## config.mk

```make
export PLATFORM = sky130hd
export DESIGN_NAME = seg_scan_display
export DESIGN_NICKNAME = d
export VERILOG_FILES = /design/src/rtl/seg_scan_display.sv
export SDC_FILE = /design/constraint.sdc
export NUM_CORES = 1
export LEC_CHECK = 0
export CELL_PAD_IN_SITES_DETAIL_PLACEMENT = 1
export CELL_PAD_IN_SITES_GLOBAL_PLACEMENT = 1
export CORE_MARGIN = 2
export CORE_UTILIZATION = 24
export CTS_BUF_LIST = sky130_fd_sc_hd__clkbuf_16
export DETAILED_ROUTE_END_ITERATION = 8
export PLACE_DENSITY_LB_ADDON = 0.05
export RECOVER_POWER = 50
export SLEW_MARGIN = 20
export SYNTH_ARGS = -nofsm -noshare
export SYNTH_HDL_FRONTEND = slang
export SYNTH_SLANG_ARGS = --single-unit
export TNS_END_PERCENT = 10
```

## constraint.sdc

```tcl
create_clock -name clk_1khz -period 5.7 [get_ports clk_1khz]
set_input_delay 0.855 -clock clk_1khz [delete_from_list [all_inputs] [get_ports clk_1khz]]
set_output_delay 0.855 -clock clk_1khz [all_outputs]
set_load 0.1 [all_outputs]
```

## src/rtl/seg_scan_display.sv

```systemverilog
// Multiplexed common-anode 7-segment driver for the packed 8-digit time/alarm bus.
// The bus is snapshotted once per frame so a digit change mid-scan never tears the display.
module seg_scan_display #(
  parameter int NUM_DIGITS     = 8,
  parameter int DWELL          = 2,
  parameter int GAP            = 0,
  parameter bit ACTIVE_LOW_SEG = 1'b1,
  parameter bit ACTIVE_LOW_AN  = 1'b1
) (
  input  logic                    clk_1khz,
  input  logic                    rst_n,
  input  logic                    en,
  input  logic [4*NUM_DIGITS-1:0] digits,
  input  logic [NUM_DIGITS-1:0]   dp,
  output logic [6:0]              seg,
  output logic                    dp_out,
  output logic [NUM_DIGITS-1:0]   an,
  output logic                    frame_start
);

  localparam int IDX_W = (NUM_DIGITS > 1) ? $clog2(NUM_DIGITS) : 1;
  localparam int CNT_W = (DWELL > 1) ? $clog2(DWELL) : 1;
  localparam logic [IDX_W-1:0] IDX_LAST = IDX_W'(NUM_DIGITS - 1);
  localparam logic [CNT_W-1:0] CNT_LAST = CNT_W'(DWELL - 1);
  localparam logic [CNT_W-1:0] CNT_GAP  = CNT_W'(GAP);

  localparam logic [NUM_DIGITS-1:0] AN_OFF  = ACTIVE_LOW_AN ? {NUM_DIGITS{1'b1}} : {NUM_DIGITS{1'b0}};
  localparam logic [6:0]            SEG_OFF = ACTIVE_LOW_SEG ? 7'h7F : 7'h00;
  localparam logic                  DP_OFF  = ACTIVE_LOW_SEG;

  logic [IDX_W-1:0]      idx_reg;
  logic [CNT_W-1:0]      cnt_reg;
  logic [3:0]            snap_code_reg [NUM_DIGITS];
  logic [NUM_DIGITS-1:0] snap_dp_reg;

  logic [3:0]            live_code [NUM_DIGITS];
  logic                  boundary;
  logic                  lit;
  logic [3:0]            cur_code;
  logic                  cur_dp;
  logic [6:0]            glyph;
  logic [NUM_DIGITS-1:0] an_onehot;

  generate
    for (genvar gi = 0; gi < NUM_DIGITS; gi++) begin : g_live
      assign live_code[gi] = digits[4*gi +: 4];
    end
    if (GAP == 0) begin : g_nogap
      assign lit = 1'b1;
    end else begin : g_gap
      assign lit = (cnt_reg >= CNT_GAP);
    end
  endgenerate

  // On the boundary edge the snapshot is still stale, so digit 0 comes straight off the bus.
  assign boundary  = (idx_reg == '0) && (cnt_reg == '0);
  assign cur_code  = boundary ? live_code[0] : snap_code_reg[idx_reg];
  assign cur_dp    = boundary ? dp[0] : snap_dp_reg[idx_reg];
  assign an_onehot = NUM_DIGITS'(1) << idx_reg;

  // Segment order {g,f,e,d,c,b,a}, 1 = lit.
  always_comb begin
    glyph = 7'h00;
    case (cur_code)
      4'h0: glyph = 7'h3F;
      4'h1: glyph = 7'h06;
      4'h2: glyph = 7'h5B;
      4'h3: glyph = 7'h4F;
      4'h4: glyph = 7'h66;
      4'h5: glyph = 7'h6D;
      4'h6: glyph = 7'h7D;
      4'h7: glyph = 7'h07;
      4'h8: glyph = 7'h7F;
      4'h9: glyph = 7'h6F;
      4'hA: glyph = 7'h77;
      4'hB: glyph = 7'h7C;
      4'hC: glyph = 7'h39;
      4'hD: glyph = 7'h5E;
      4'hE: glyph = 7'h40;
      default: glyph = 7'h00;
    endcase
  end

  always_ff @(posedge clk_1khz or negedge rst_n) begin
    if (!rst_n) begin
      idx_reg       <= '0;
      cnt_reg       <= '0;
      snap_code_reg <= '{default: 4'h0};
      snap_dp_reg   <= '0;
      an            <= AN_OFF;
      seg           <= SEG_OFF;
      dp_out        <= DP_OFF;
      frame_start   <= 1'b0;
    end else if (!en) begin
      idx_reg     <= '0;
      cnt_reg     <= '0;
      an          <= AN_OFF;
      seg         <= SEG_OFF;
      dp_out      <= DP_OFF;
      frame_start <= 1'b0;
    end else begin
      if (boundary) begin
        snap_code_reg <= live_code;
        snap_dp_reg   <= dp;
      end
      frame_start <= boundary;
      if (lit) begin
        an     <= ACTIVE_LOW_AN ? ~an_onehot : an_onehot;
        seg    <= ACTIVE_LOW_SEG ? ~glyph : glyph;
        dp_out <= cur_dp ^ ACTIVE_LOW_SEG;
      end else begin
        an     <= AN_OFF;
        seg    <= SEG_OFF;
        dp_out <= DP_OFF;
      end
      if (cnt_reg == CNT_LAST) begin
        cnt_reg <= '0;
        idx_reg <= (idx_reg == IDX_LAST) ? '0 : idx_reg + 1'b1;
      end else begin
        cnt_reg <= cnt_reg + 1'b1;
      end
    end
  end

endmodule

```

==> Word-level counts from Yosys, hierarchy flattened <==
Memories as Yosys holds them, arrays and structs flattened.
Index checks and enable logic that the tools add are counted.
{ "word_totals": {"rom_bits": 112, "reg_bits": 61, "wordCells": 47, "mem_count": 1, "inputBits": 43} }
{ "op_classes": {"n_shift": 1, "eq_ne": 2, "mux": 16, "addsub": 2, "n_reduce_logical": 3, "n_bitwise": 5, "n_lt_le_gt_ge": 2} }
{ "memory_table": {"columns": ["name", "depth", "word_bits", "read_ports", "rd_clocked_by_memory_dff", "wr", "line_no", "text"], "rows": [
  ["(name not given)", 16, 7, 1, 0, 0, "64", "case (cur_code)"]
]} }
{ "ops": {"columns": ["op", "count"], "rows": [
  ["$bmux W4 S3", 1],
  ["$mux W4", 3],
  ["$mux W3", 3],
  ["$mux W8", 1],
  ["$not A8 Y8", 1],
  ["$shl A1 B3 Y8 const A", 1],
  ["$mux W7", 1],
  ["$not A7 Y7", 1],
  ["$mux W1", 6],
  ["$ge A4 B4 Y1 const B", 1],
  ["$lt A3 B4 Y1 const B", 1],
  ["$not A3 Y4", 1],
  ["$add A3 B1 Y3 const B", 1],
  ["$bmux W1 S3", 1],
  ["$eq A3 B3 Y1 const B", 1],
  ["$logic_not A3 Y1", 1],
  ["$ne A2 B1 Y1 const B", 1],
  ["$not A1 Y1", 2],
  ["$reduce_and A2 Y1", 1],
  ["$add A1 B1 Y1 const B", 1],
  ["$logic_and A1 B1 Y1", 1]
]} }

==> Logic depth before layout (Yosys ltp) <==
Gate-level depths: netlist of run 1.
An unclocked memory read counts as a cell.
{ "depth": {"word_depth": 8, "depth_mapped": 12, "ltp_nobuf": 9} }

==> Worst setup path before layout of run 1 <==
No wires, ideal clock.
{ "synth_timing": {"kind": "register -> register", "startpoint": "reg idx_reg[0]", "endpoint": "reg seg[3]", "setup_ns": 0.091, "slack_ns": 2.910, "path_stages_with_launch": 13, "arrival_ns": 2.699, "path_buffers": 3, "period_less_slack_ns": 2.790, "cell_sequence": "dfrtp_1 > buf_6 > buf_12 > inv_1 > ha_1 > or3b_1 > clkbuf_1 > and3_1 > a221oi_2 > inv_1 > ha_1 > nor4b_4 > a311oi_2"} }
{ "synth_between": {"elab_chain_cells": 8} }
{ "synth_rtl": {"columns": ["item", "line_no", "text"], "rows": [
  ["start: declaration", "31", "logic [IDX_W-1:0] idx_reg;"],
  ["start signal: assignment", "118", "idx_reg <= (idx_reg == IDX_LAST) ? '0 : idx_reg + 1'b1;"],
  ["$not A3 Y4 (implied by the code)", "57", "assign cur_code = boundary ? live_code[0] : snap_code_reg[idx_reg];"],
  ["$bmux W4 S3", "57", null],
  ["$mux W4 (implied by the code) (2 in series)", "57", null],
  ["$mux W4 (*)", "57", null],
  ["$mem_v2 Z16 W7 (*)", null, null],
  ["$not A7 Y7 (*)", "109", "seg <= ACTIVE_LOW_SEG ? ~glyph : glyph;"],
  ["$mux W7 (*)", "94", "end else if (!en) begin"],
  ["end signal: assignment", "109", null],
  ["end: declaration", "15", "output logic [6:0] seg,"]
]} }
Mark *: on every way between the ends. The rest lies on a longest branch, timed or not. The select of a mux whose other input is x is not followed.
A chain may end at the register's enable or synchronous reset.

==> impl_metrics.toml, run 1 <==
[synth]
ys_ff_latch = 61
synth.most_common_cell = "dfrtp_1"
synthArstFlopShare_pct = 100
synth.top_cell.area_share_pct = 38.0
synth_fp_nets = 264
synthTopCellsByCount = "45 x dfrtp_1, 42 x mux2_2, 16 x dfstp_2"
syn_area_mm2 = 0.00296
synth_area_leader_cell = "dfrtp_1"
synth-edff-count = 0
yosysWarnings = 0
synth_cell_type_count = 42
synth-main-ff-cell = "dfrtp_1"
synth.avg_cell_area_um2 = 14.2
synth_cells = 209
synth_seq_area_share_pct = 52.2
synthTopCellsByArea = "dfrtp_1 38%, mux2_2 16%, dfstp_2 14%, ha_1 5.1%, mux4_2 3.8%"

[die]
start_util_pct = 24.6
die_w_um = 115
fp-row-count = 40
pin_count = 60
core_mm2 = 0.0120
die_h_um = 115
die_area_mm2 = 0.0132

[route]
drtAntennaViolNets = 0
vias = 1883
drt-vias-per-instance = 4.50
wl_per_cell_um = 16.6
route.detailed.drc = 0
wirelength_um = 6950
first_iter_violations = 49
drt-pass1-iter-count = 4

[clocking]
clockBufferDepth = 2
cts.sinks = 61
cts_root_buf = "clkbuf_16"
postCtsResizedCells = 0
htree_levels = 3
cts_setup_buffers = 0
clock_latency_ns = 0.32
clk_pin_slew_ns = 0.05
cts_tree = "yes"
ctsHoldBuffers = 0
numCtsBuffers = 9

[sta]
hold_viol_final = 0
drv_slew = 62
grt_setup_unrepaired = "no"
relSlewSlack_pct = -127
max_freq_mhz = 271
finalSetupTns_ns = 0
worst_pin_slew_ns = 3.41
finalCritPeriodShare_pct = 64.9
period_needed_ns = 3.70
finalSetupViolations = 0
finClkSkew_ns = 0.00482

[critical_path]
reg2reg_depth = 8
timing.rr.start = "idx_reg[0]$_DFFE_PN0N_"
cp_num_cells = 2
critPathRequiredTime_ns = 5.36
worstSetupPathType = "input pin to async pin"
critical_path_arrival_ns = 3.36
critical_path.slowest_cell = "clkbuf_1"
rrSetupSlack_ns = 2.27
endpoint_kind = "async pin"
path_cells = "buf_2 -> clkbuf_1"
start_kind = "input pin"
crit_fanout = 61
path_delay_family = "buffers and inverters"
worstPathBufferInverterCount = 2
timing.rr.end = "seg[2]$_DFF_PN1_"
critPathMaxStageDelay_ns = 2.38

[min_path]
hp-start = "snap_code_reg[28]$_DFFE_PN0P_"
whs_endpoint = "snap_code_reg[28]$_DFFE_PN0P_"
hold_depth = 1
hold_class = "register to register"

[outcome]
status = "finished, violations left"
failed_checks = "capacitance limit, slew limit"

[power]
power_mw = 1.64
p_per_area_mw_per_mm2 = 416
peakVddDrop_v = 0.000149
p_leak_nw = 1.60

[placed_design]
place_hpwl_um = 4710
dp.cells = 402
place.gp.congestion = 0.746
port_buffers = 59

[grt]
grt_usage_pct = 11.6
grt_overflow = 0
grt_pass1_vias = 2033
grt_pass1_wl_um = 11500
antenna_found_initial = 0
grt_max_degree = 62

[final_layout]
drive_gt1_share_pct = 31.4
diodes = 0
final_cells = 418
num-fill-cells = 1276
largest_register_ffs = 32
finish.net_count = 321
syn2layout_area_growth_pct = 33.1

[flow_run]
cap_viol_max_count = 1
[logic make-up (layout without fill, tap and decap cells)]
family / Yosys count / count (layout) / share of synthesized area (%)
AOI/OAI and AO/OA: 19 / 19 / 4.90
adders and majority gates: 12 / 12 / 5.07
buffers and inverters: 23 / 85 / 4.14
DFF: 61 / 61 / 52.2
muxes: 66 / 66 / 28.3
and+or+nand+nor: 28 / 28 / 5.37
[final cells by class]
cell class / instances / area [um2] / area share (%)
clock buffer: 9 / 225 / 5.71
clock inverter: 7 / 66.3 / 1.68
timing repair buffer: 60 / 589 / 15.0
sequential: 61 / 1550 / 39.2
multi-input combinational: 125 / 1300 / 32.9
inverter: 9 / 33.8 / 0.857
tap: 147 / 184 / 4.67
[through the flow]
stage / util (%) / hold WS, ns / setup slack [ns] / cell area, um2
floorplan: - / 0.472 / 2.91 / 2960
global placement: 30.4 / 0.485 / 2.23 / 3650
detailed placement: 30.4 / 0.490 / 2.21 / 3650
CTS: 32.8 / 0.504 / 2.20 / 3940
global route: 32.8 / 0.522 / 1.30 / 3940
finish: 32.8 / 0.504 / 2.00 / 3940
[where the power goes]
group | internal [mW] | switching [mW] | total (mW) | leakage (nW)
Combinational | 0.210 | 0.299 | 0.509 | 0.754
Clock | 0.336 | 0.198 | 0.533 | 0.141
Sequential | 0.543 | 0.0533 | 0.596 | 0.704
Total | 1.09 | 0.549 | 1.64 | 1.60
[per-layer routing]
layer	wire (um)	vias to the layer above	GRT usage [%]	share of wire, %
li1	-	867	-	-
met1	3190	961	14.8	46
met2	3390	47	19.1	49
met3	289	8	3.43	4.2
met4	84	0	3.61	1.2
met5	0	-	0	0
[cells in the final DEF, fill, tap and decap left out, types with 2 or more instances in the layout]
| cell type | n |
|---|---|
| clkinvlp_4 | 2 |
| mux4_2 | 5 |
| mux2_2 | 42 |
| o21ai_0 | 2 |
| inv_1 | 9 |
| a31oi_1 | 2 |
| dfrtp_1 | 45 |
| clkbuf_16 | 9 |
| a22oi_1 | 3 |
| a21oi_1 | 3 |
| nor2_1 | 5 |
| mux2i_1 | 11 |
| mux4_1 | 3 |
| dfstp_2 | 16 |
| nand3_1 | 7 |
| mux2_1 | 3 |
| nand2_1 | 7 |
| ha_1 | 12 |
| clkdlybuf4s50_1 | 57 |
[worst max-delay path by stage]
stage                            from                            end  slack [ns]
6_report                        rst_n     snap_dp_reg[5]$_DFFE_PN0P_        2.00
5_1_grt                         rst_n  snap_code_reg[30]$_DFFE_PN0P_        1.30
4_1_cts        idx_reg[0]$_DFFE_PN0N_               seg[3]$_DFF_PN1_        2.20
3_5_place_dp   idx_reg[0]$_DFFE_PN0N_               seg[3]$_DFF_PN1_        2.21
3_3_place_gp   idx_reg[0]$_DFFE_PN0N_               seg[2]$_DFF_PN1_        2.23
2_1_floorplan  idx_reg[0]$_DFFE_PN0N_               seg[3]$_DFF_PN1_        2.91
No activity file was read; power rests on OpenSTA's default activity.
==> run 2: changes to the inputs <==
==> constraint.sdc (replaced) <==
create_clock -name clk_1khz -period 3.3 [get_ports clk_1khz]
set_input_delay 0.495 -clock clk_1khz [delete_from_list [all_inputs] [get_ports clk_1khz]]
set_output_delay 0.495 -clock clk_1khz [all_outputs]
set_load 0.1 [all_outputs]
==> run 2 against run 1 <==
  * The run still ends with capacitance limit, slew limit left
  * Clock-buffer cell count is the same
  * Worst hold slack lost 0.0043 ns
  * Clock skew is essentially flat
  * Critical path depth grew 7
  * Flip-flop and latch count is the same
  * Die area is the same
  * Power grew 71%
  * Register-to-register slack lost 1.9 ns
  * Critical endpoint is now seg[3]$_DFF_PN1_
  * Highest routed layer unchanged
==> impl_metrics.toml, run 2 (synthesis results as in run 1) <==
[outcome]
status = "finished, violations left"
failed_checks = "capacitance limit, slew limit"

[sta]
fin_ws_ns = 0.361
finalSetupViolations = 0
max_freq_mhz = 340
finClkSkew_ns = 0.00448
relSlewSlack_pct = -4.85
drv_slew = 62
finalSetupTns_ns = 0
whs_ns = 0.500
worst_pin_slew_ns = 1.57
finalCritPeriodShare_pct = 89.0
hold_viol_final = 0
period_needed_ns = 2.94
grt_setup_unrepaired = "no"

[grt]
antenna_found_initial = 0
grt_overflow = 0
grt_pass1_wl_um = 11800
grt_usage_pct = 12.1
grt_pass1_vias = 2094
grt_max_degree = 62

[critical_path]
start_kind = "register"
critPathRequiredTime_ns = 3.54
worstSetupPathType = "register to register"
critical_path_arrival_ns = 3.18
endpoint_kind = "register"
crit_fanout = 8

[clocking]
postCtsResizedCells = 0
htree_levels = 3
cts_setup_buffers = 0
cts.sinks = 61
cts_root_buf = "clkbuf_16"
cts_tree = "yes"
numCtsBuffers = 9
clk_pin_slew_ns = 0.05
clockBufferDepth = 2
ctsHoldBuffers = 0
clock_latency_ns = 0.33

[final_layout]
finish.net_count = 328
multiInputGateArea_mm2 = 0.00129
largest_register_ffs = 32
final_cell_mix = "45 x dfrtp_1, 42 x mux2_2, 41 x clkdlybuf4s50_1"
register_area_mm2 = 0.00155
final_common_cell = "dfrtp_1"
syn2layout_area_growth_pct = 33.3
diodes = 0
num-fill-cells = 1266
drive_gt1_share_pct = 37.4
final_area_mm2 = 0.00395
final_cells = 425

[die]
die_h_um = 115
die_w_um = 115
core_mm2 = 0.0120
pin_count = 60
die_area_mm2 = 0.0132
start_util_pct = 24.6
fp-row-count = 40

[placed_design]
placed_cell_area_mm2 = 0.00369
place_ws_ns = 0.364
place.gp.congestion = 0.667
place_hpwl_um = 5080
port_buffers = 59
dp.cells = 409

[power]
peakVddDrop_v = 0.000201
p_per_area_mw_per_mm2 = 712
p_leak_nw = 1.64

[min_path]
hold_class = "register to register"

[route]
wl_per_cell_um = 17.2
wirelength_um = 7300
vias = 1887
drt-pass1-iter-count = 4
drtAntennaViolNets = 0
drt-vias-per-instance = 4.44
first_iter_violations = 70
route.detailed.drc = 0

[flow_run]
cap_viol_max_count = 1
-- run 2: per-stage QoR --
stage	power (mW)	utilization, %
final	2.81	32.9
after global routing	2.97	32.9
after detailed placement	1.95	30.7
after global placement	1.94	30.7
after CTS	2.87	33.0
after floorplan	1.70	-
-- run 2: worst paths after layout --
check / start / to / slack [ns] / cells after the start
setup / recovery: idx_reg[0]$_DFFE_PN0N_ / seg[3]$_DFF_PN1_ / 0.36 / 9
hold / removal: snap_dp_reg[0]$_DFFE_PN0P_ / snap_dp_reg[0]$_DFFE_PN0P_ / 0.50 / 1
setup reg to reg: idx_reg[0]$_DFFE_PN0N_ / seg[3]$_DFF_PN1_ / 0.36 / 9
hold reg to reg: snap_dp_reg[0]$_DFFE_PN0P_ / snap_dp_reg[0]$_DFFE_PN0P_ / 0.50 / 1
max in group asynchronous: rst_n / snap_code_reg[27]$_DFFE_PN0P_ / 1.71 / 2
min in group asynchronous: rst_n / frame_start$_DFF_PN0_ / 0.65 / 2
-- run 2: final cells by class --
cell class                 instances  area share (%)
clock buffer                       9            5.71
clock inverter                     7            1.33
inverter                           9           0.856
tap                              147            4.66
sequential                        61            39.2
multi-input combinational        125            32.8
timing repair buffer              67            15.5
-- run 2: metal layers --
layer	vias up	global-route usage, %	routed length (um)
met2	46	18.9	3460
met3	11	3.48	284
met1	947	15.5	3400
met4	0	5.78	155
met5	-	0	0
li1	883	-	-
-- run 2: worst max-delay path: stages, from the launching register on --
cell	delay, ns
dfrtp_1	0.47
inv_1	0.14
ha_1	0.23
or3b_1	0.49
and3_1	0.23
a221oi_2	0.47
inv_1	0.14
ha_1	0.30
nor4b_4	0.30
a311oi_2	0.07
-- run 2: where the power goes --
part	internal, mW	switching (mW)
clock	0.568	0.324
sequential	0.939	0.0814
combinational	0.365	0.533
